File: config.mk
export PLATFORM = sky130hd
export DESIGN_NAME = stage_sequencer_flat
export DESIGN_NICKNAME = d
export VERILOG_FILES = /design/src/rtl/stage_sequencer_if.sv /design/src/rtl/stage_sequencer.sv /design/src/flat_wrapper.sv
export SDC_FILE = /design/constraint.sdc
export NUM_CORES = 1
export LEC_CHECK = 0
export ABC_AREA = 1
export BUFFER_PORTS_ARGS = -buffer_cell sky130_fd_sc_hd__clkbuf_2
export CORE_MARGIN = 10
export CORE_UTILIZATION = 35
export DETAILED_ROUTE_END_ITERATION = 8
export SYNTH_ARGS = -nofsm -noshare
export SYNTH_HDL_FRONTEND = slang
export SYNTH_SLANG_ARGS = --single-unit
File: constraint.sdc
create_clock -name clock -period 1.86 [get_ports clock]
set_input_delay 0.279 -clock clock [delete_from_list [all_inputs] [get_ports clock]]
set_output_delay 0.279 -clock clock [all_outputs]
set_load 0.03 [all_outputs]
File: src/rtl/stage_sequencer_if.sv
// Handshake bundle between the stage sequencer and its environment.
// The environment drives the control inputs, and the sequencer returns pc, stage enables and status.
interface stage_sequencer_if #(
  parameter int PC_WIDTH  = 4,
  parameter int CNT_WIDTH = 8
);
  logic                 start;
  logic                 stall;
  logic                 halt_instr;
  logic                 skip_mem;
  logic                 branch_taken;
  logic [PC_WIDTH-1:0]  branch_target;
  logic [PC_WIDTH-1:0]  pc;
  logic                 stage1;
  logic                 stage2;
  logic                 stage3;
  logic                 stage4;
  logic                 stage5;
  logic                 busy;
  logic                 done;
  logic                 err;
  logic [CNT_WIDTH-1:0] retired;

  modport master (
    output start, stall, halt_instr, skip_mem, branch_taken, branch_target,
    input  pc, stage1, stage2, stage3, stage4, stage5, busy, done, err, retired
  );

  modport slave (
    input  start, stall, halt_instr, skip_mem, branch_taken, branch_target,
    output pc, stage1, stage2, stage3, stage4, stage5, busy, done, err, retired
  );
endinterface

File: src/rtl/stage_sequencer.sv
// Multi-cycle fetch/decode/execute/memory/writeback sequencer for the 5-stage MIPS core.
// It owns the pc, retired count and sticky error flag, and drives registered one-hot stage enables.
module stage_sequencer #(
  parameter int PC_WIDTH  = 4,
  parameter int PROG_LEN  = 9,
  parameter int CNT_WIDTH = 8
) (
  input  logic              clock,
  input  logic              reset,
  stage_sequencer_if.slave  bus
);

  typedef enum logic [2:0] {
    S_IDLE      = 3'd0,
    S_FETCH     = 3'd1,
    S_DECODE    = 3'd2,
    S_EXECUTE   = 3'd3,
    S_MEMORY    = 3'd4,
    S_WRITEBACK = 3'd5,
    S_HALT      = 3'd6
  } state_e;

  // One extra bit so that pc+1 and the branch target compare against PROG_LEN without wrapping.
  localparam logic [PC_WIDTH:0] PROG_LEN_W = (PC_WIDTH+1)'(PROG_LEN);

  state_e               state_q, state_d;
  logic [PC_WIDTH-1:0]  pc_q, pc_d;
  logic                 err_q, err_d;
  logic [CNT_WIDTH-1:0] retired_q, retired_d;
  logic [4:0]           stage_q, stage_d;
  logic                 busy_q, busy_d;
  logic                 done_q, done_d;

  logic [PC_WIDTH:0]    pc_inc_s;
  logic [PC_WIDTH:0]    target_ext_s;

  assign pc_inc_s     = {1'b0, pc_q} + (PC_WIDTH+1)'(1);
  assign target_ext_s = {1'b0, bus.branch_target};

  always_ff @(posedge clock) begin
    if (reset) begin
      state_q   <= S_IDLE;
      pc_q      <= '0;
      err_q     <= 1'b0;
      retired_q <= '0;
      stage_q   <= 5'b00000;
      busy_q    <= 1'b0;
      done_q    <= 1'b0;
    end else begin
      state_q   <= state_d;
      pc_q      <= pc_d;
      err_q     <= err_d;
      retired_q <= retired_d;
      stage_q   <= stage_d;
      busy_q    <= busy_d;
      done_q    <= done_d;
    end
  end

  always_comb begin
    state_d   = state_q;
    pc_d      = pc_q;
    err_d     = err_q;
    retired_d = retired_q;
    case (state_q)
      S_IDLE, S_HALT: begin
        if (bus.start) begin
          state_d   = S_FETCH;
          pc_d      = '0;
          err_d     = 1'b0;
          retired_d = '0;
        end else begin
          state_d = state_q;
        end
      end
      S_FETCH: begin
        if (bus.stall) begin
          state_d = S_FETCH;
        end else begin
          state_d = S_DECODE;
        end
      end
      S_DECODE: begin
        if (bus.halt_instr) begin
          state_d = S_HALT;
        end else begin
          state_d = S_EXECUTE;
        end
      end
      S_EXECUTE: begin
        if (bus.skip_mem) begin
          state_d = S_WRITEBACK;
        end else begin
          state_d = S_MEMORY;
        end
      end
      S_MEMORY: begin
        if (bus.stall) begin
          state_d = S_MEMORY;
        end else begin
          state_d = S_WRITEBACK;
        end
      end
      S_WRITEBACK: begin
        if (retired_q != {CNT_WIDTH{1'b1}}) begin
          retired_d = retired_q + CNT_WIDTH'(1);
        end else begin
          retired_d = retired_q;
        end
        // An out-of-range target is an error: pc stays put and the program stops.
        if (bus.branch_taken) begin
          if (target_ext_s < PROG_LEN_W) begin
            pc_d    = bus.branch_target;
            state_d = S_FETCH;
          end else begin
            err_d   = 1'b1;
            state_d = S_HALT;
          end
        end else if (pc_inc_s < PROG_LEN_W) begin
          pc_d    = pc_inc_s[PC_WIDTH-1:0];
          state_d = S_FETCH;
        end else begin
          state_d = S_HALT;
        end
      end
      default: begin
        state_d = S_IDLE;
      end
    endcase
  end

  // Outputs decode the upcoming state so the registered enables line up with the state register.
  always_comb begin
    stage_d = 5'b00000;
    busy_d  = 1'b0;
    done_d  = 1'b0;
    case (state_d)
      S_FETCH:     begin stage_d = 5'b00001; busy_d = 1'b1; end
      S_DECODE:    begin stage_d = 5'b00010; busy_d = 1'b1; end
      S_EXECUTE:   begin stage_d = 5'b00100; busy_d = 1'b1; end
      S_MEMORY:    begin stage_d = 5'b01000; busy_d = 1'b1; end
      S_WRITEBACK: begin stage_d = 5'b10000; busy_d = 1'b1; end
      S_HALT:      begin done_d  = 1'b1; end
      default:     begin done_d  = 1'b0; end
    endcase
  end

  assign bus.pc      = pc_q;
  assign bus.err     = err_q;
  assign bus.retired = retired_q;
  assign bus.stage1  = stage_q[0];
  assign bus.stage2  = stage_q[1];
  assign bus.stage3  = stage_q[2];
  assign bus.stage4  = stage_q[3];
  assign bus.stage5  = stage_q[4];
  assign bus.busy    = busy_q;
  assign bus.done    = done_q;

endmodule
File: src/flat_wrapper.sv
// flat-port wrapper written by rule: the top's interface ports become plain ports
module stage_sequencer_flat 
#(
  parameter int PC_WIDTH  = 4,
  parameter int PROG_LEN  = 9,
  parameter int CNT_WIDTH = 8
)
  (clock, reset, bus_start, bus_stall, bus_halt_instr, bus_skip_mem, bus_branch_taken, bus_branch_target, bus_pc, bus_stage1, bus_stage2, bus_stage3, bus_stage4, bus_stage5, bus_busy, bus_done, bus_err, bus_retired);
  stage_sequencer_if #(.PC_WIDTH(PC_WIDTH), .CNT_WIDTH(CNT_WIDTH)) bus_i ();
  input  logic clock;
  input  logic reset;
  input wire logic [$bits(bus_i.start)-1:0] bus_start;
  input wire logic [$bits(bus_i.stall)-1:0] bus_stall;
  input wire logic [$bits(bus_i.halt_instr)-1:0] bus_halt_instr;
  input wire logic [$bits(bus_i.skip_mem)-1:0] bus_skip_mem;
  input wire logic [$bits(bus_i.branch_taken)-1:0] bus_branch_taken;
  input wire logic [$bits(bus_i.branch_target)-1:0] bus_branch_target;
  output wire logic [$bits(bus_i.pc)-1:0] bus_pc;
  output wire logic [$bits(bus_i.stage1)-1:0] bus_stage1;
  output wire logic [$bits(bus_i.stage2)-1:0] bus_stage2;
  output wire logic [$bits(bus_i.stage3)-1:0] bus_stage3;
  output wire logic [$bits(bus_i.stage4)-1:0] bus_stage4;
  output wire logic [$bits(bus_i.stage5)-1:0] bus_stage5;
  output wire logic [$bits(bus_i.busy)-1:0] bus_busy;
  output wire logic [$bits(bus_i.done)-1:0] bus_done;
  output wire logic [$bits(bus_i.err)-1:0] bus_err;
  output wire logic [$bits(bus_i.retired)-1:0] bus_retired;
  assign bus_i.start = bus_start;
  assign bus_i.stall = bus_stall;
  assign bus_i.halt_instr = bus_halt_instr;
  assign bus_i.skip_mem = bus_skip_mem;
  assign bus_i.branch_taken = bus_branch_taken;
  assign bus_i.branch_target = bus_branch_target;
  assign bus_pc = bus_i.pc;
  assign bus_stage1 = bus_i.stage1;
  assign bus_stage2 = bus_i.stage2;
  assign bus_stage3 = bus_i.stage3;
  assign bus_stage4 = bus_i.stage4;
  assign bus_stage5 = bus_i.stage5;
  assign bus_busy = bus_i.busy;
  assign bus_done = bus_i.done;
  assign bus_err = bus_i.err;
  assign bus_retired = bus_i.retired;
  stage_sequencer #(.PC_WIDTH(PC_WIDTH), .PROG_LEN(PROG_LEN), .CNT_WIDTH(CNT_WIDTH)) u_core (.clock(clock), .reset(reset), .bus(bus_i));
endmodule
==> key figures <==
Run status
  • Status: finished clean

CTS
  • H-tree Lvls: 1
  • Clk slew on worst S/H paths: 0.13 ns
  • CTS sink count: 23
  • Post-CTS Hold Fix Bufs: 0
  • CTS resizes: 0
  • Cts bufs inserted: 3
  • Worst-Skew Late Latency: roughly 0.31 ns
  • CTS tree: done
  • Post-CTS Setup Bufs: 0
  • Clock root buffer master: clkbuf_4
  • Clock Path Buffers: 2

Synthesis
  • Yosys warnings: 0
  • Top cells by count, synth: 41 x nand2_1, 24 x nor2_1, 23 x dfxtp_1
  • Unique masters post-synth: 25
  • Async S/R FF share, synth: 0
  • Leading area contributor after synthesis: dfxtp_1
  • Cells after synthesis: ~180
  • Post-Syn Nets: 194
  • Most used DFF post-synth: dfxtp_1
  • Area share of fa/ha/maj cells after synthesis: 0.02010
  • Cell area after synthesis: 0.001245 sq mm
  • Simple-gate share of the synthesized area: 0.3759
  • Yosys reg bits: 23
  • Synth top area share: 0.3698
  • Post-synthesis mux area share: 0
  • Synth area leaders: dfxtp_1 37%, nand2_1 12%, nor2_1 7.2%
  • Compound-Gate Fraction of Synth Area: 0.1347
  • Most common cell in the netlist: nand2_1
  • Xor/xnor cell area share of the yosys netlist: 0
  • Mapped Avg Cell Area: 6.878 sq um
  • Largest family of logic cells by synthesized area: simple AND/OR/NAND/NOR gates
  • Post-synth EDFFs: 0
  • Register area share after synthesis: 0.3698

Timing
  • Final Max Tran Viols: 0
  • Final-report setup violation count: 0
  • Final hold vios: 0
  • Max frequency: roughly 630 MHz
  • Setup TNS: 0 ns
  • Final cycle utilization of the critical path: 0.8582
  • RSZ-0062 raised after global routing: no
  • Crit path time final: ~1.6 ns
  • Worst slew pin tran: between 0.3 and 0.4 ns
  • Final setup margin: about 0.26 ns
  • Max transition margin: 0.7918
  • Final Skew: 0.001598 ns

Global routing
  • First-pass GRT wire length: 4.892 mm
  • Largest net degree at the start of global routing: 15
  • Overflow after GRT: 0
  • Initial antenna violation count: 0
  • Total track usage: 0.09331
  • Vias in the first global route: roughly 1100

Pwr
  • Pleak: 0.7076 nW
  • Clock share of power: 0.223
  • Seq pwr share: 0.514
  • Worst vdd ir: 681.3 uV
  • Comb pwr share: 0.263
  • Cell-internal power: 0.0006925 W
  • Pwr dens: 731.6 mW/mm^2
  • Net Switching: 0.0003812 W
  • Overall power: 0.001074 W
  • Switch share: 0.3550

Placed design
  • Routability Congestion: 0.7731
  • Place WS: 0.2990 ns
  • # port buffers: 30
  • Dpl cells: 255
  • Detailed Place HPWL: 2.322 mm

Worst setup path
  • Worst path buffer plus inverter count: 1
  • WP data required: 2.11 ns
  • CP Cell Sequence: ha_1 > nor2_1 > nand2_1 > nand3_1 > nand3_2 > inv_1 > nand2_1 > a21oi_1
  • Reg2reg end: u_core.bus.pc[0]
  • Reg2reg start: u_core.bus.pc[0]
  • Cell with the biggest individual delay on the critical path: dfxtp_1
  • Worst r2r path cells: 8
  • Element type at the critical path end: flip-flop
  • Crit Path Max Fanout: 7
  • Kind of critical path: reg2reg
  • CP max stage delay: 0.47 ns
  • Reg2Reg Setup Slack: 0.26 ns
  • Critical path arrival: 1.85 ns
  • CP Launch Type: flip-flop
  • Crit-path most repeated cell: nand2_1
  • Cell family with most CP delay: simple AND/OR/NAND/NOR gates

Floorplan
  • Die Wd: around 80 microns
  • Initial core utilization: 0.3673
  • Chip Height: 79.64 microns
  • Row Count: 21
  • Die ar.: 0.006343 sq mm
  • I/O pin count: 31
  • Core area: 0.003390 sq mm

Finish
  • Fillers: roughly 370
  • Fin cells: roughly 260
  • Layout cell share with drive strength beyond 1: 0.2723
  • Layout Area Growth over Synthesis: 17.89%
  • Final Util: 0.4330
  • Area of the multi-input gates: 660.6 sq um
  • Layout Nets: ~230
  • FF+latch area: 460.4 sq um
  • Ant. Diodes: 0

Hold path
  • Worst hold path cell count: 4
  • Hold WC Path Type: in2reg
  • Hold_sp: bus_halt_instr
  • Hold EP: u_core.stage_q[2]

Routing
  • WL/cell: 11.06 microns
  • Post-DRT Antenna Nets: 0
  • Routed via count: 1188
  • Avg Vias per Cell: 4.587
  • Final Routed Wirelength: 2.864 mm
  • Post-route DRC: 0
  • Initial DRC Count: 59
  • Drt pass-1 iters: 4

Job
  • Max-cap viol count: 0
## worst max path at each step
stage | cells past startpoint | from | slack, ns | endpoint
floorplan | 9 | u_core.bus.pc[0] | 0.22 | u_core.bus.busy
global placement | 11 | u_core.bus.pc[0] | 0.33 | u_core.bus.done
detailed placement | 11 | u_core.bus.pc[0] | 0.30 | u_core.bus.done
CTS | 10 | u_core.bus.pc[0] | 0.27 | u_core.bus.busy
global route | 10 | u_core.bus.pc[0] | 0.04 | u_core.stage_q[0]
finish | 8 | u_core.bus.pc[0] | 0.26 | u_core.bus.pc[0]
## routing by layer
layer	vias up	global-route usage	part of all wire	wire length (microns)
met5	-	0	0	0
met4	0	0.02151	0.0049	14
met3	2	0.04167	0.063	181
met2	24	0.1594	0.46	1317
met1	515	0.1033	0.47	1351
li1	647	-	-	-
## through the flow
stage / hold WS, ns / area [sq um]
2_1_floorplan: 0.3481 / 1245
5_1_grt: 0.2226 / 1468
3_5_place_dp: 0.4724 / 1438
4_1_cts: 0.2213 / 1468
6_report: 0.2324 / 1468
3_3_place_gp: 0.4699 / 1438
## power groups by stage
stage | combinational (W) | clock (W) | sequential (W)
after floorplan | 0.000182 | 0 | 0.000599
after global placement | 0.000288 | 0 | 0.000563
after detailed placement | 0.000286 | 0 | 0.000564
after CTS | 0.000287 | 0.000253 | 0.000552
after global routing | 0.000319 | 0.000284 | 0.000556
final | 0.000282 | 0.000240 | 0.000551
## placed cells by master, fill, tap and decap left out
cell type    n
o21ai_2      3
a21oi_4      1
a21oi_2      1
a21oi_1     10
nand2_2      4
inv_2        6
nor2_2       1
dfxtp_1     23
a21o_1       1
nand2_4      3
clkinvlp_4   1
ha_1         2
nor2_1      24
nand4_1      7
nand2_1     41
o21ai_0      6
inv_1       20
o211ai_1     3
nor3_1       2
nand3_2      3
clkbuf_2    30
inv_4        1
a31oi_1      1
clkinv_2     1
clkbuf_4     3
nand3_1     15
## final cells by class
| class | count | area share |
|---|---|---|
| Tap cell | 46 | 0.03922 |
| Clock inverter | 1 | 0.005115 |
| Multi-Input combinational cell | 128 | 0.4501 |
| Inverter | 28 | 0.07417 |
| Timing Repair Buffer | 30 | 0.1023 |
| Sequential cell | 23 | 0.3137 |
| Clock buffer | 3 | 0.01535 |
## registers in the layout (all words and copies together) (netlist names)
signal / cells
u_core.bus.retired: 8
u_core.stage_q: 5
u_core.bus.pc: 4
u_core.state_q: 3
u_core.bus.busy: 1
u_core.bus.done: 1
u_core.bus.err: 1
## worst reg2reg max path, cell delays in order, from the launching register on
cell     delay [ns]
dfxtp_1        0.47
ha_1           0.28
nor2_1         0.11
nand2_1        0.06
nand3_1        0.12
nand3_2        0.16
inv_1          0.14
nand2_1        0.06
a21oi_1        0.14
## kinds of logic after synthesis
logic type,Yosys count
AO/OA/AOI/OAI,26
AND/OR/NAND/NOR,100
adder cells (fa/ha/maj),2
buffers and inverters,30
flip-flops,23
Note: power is estimated with default switching activity, not from simulation.
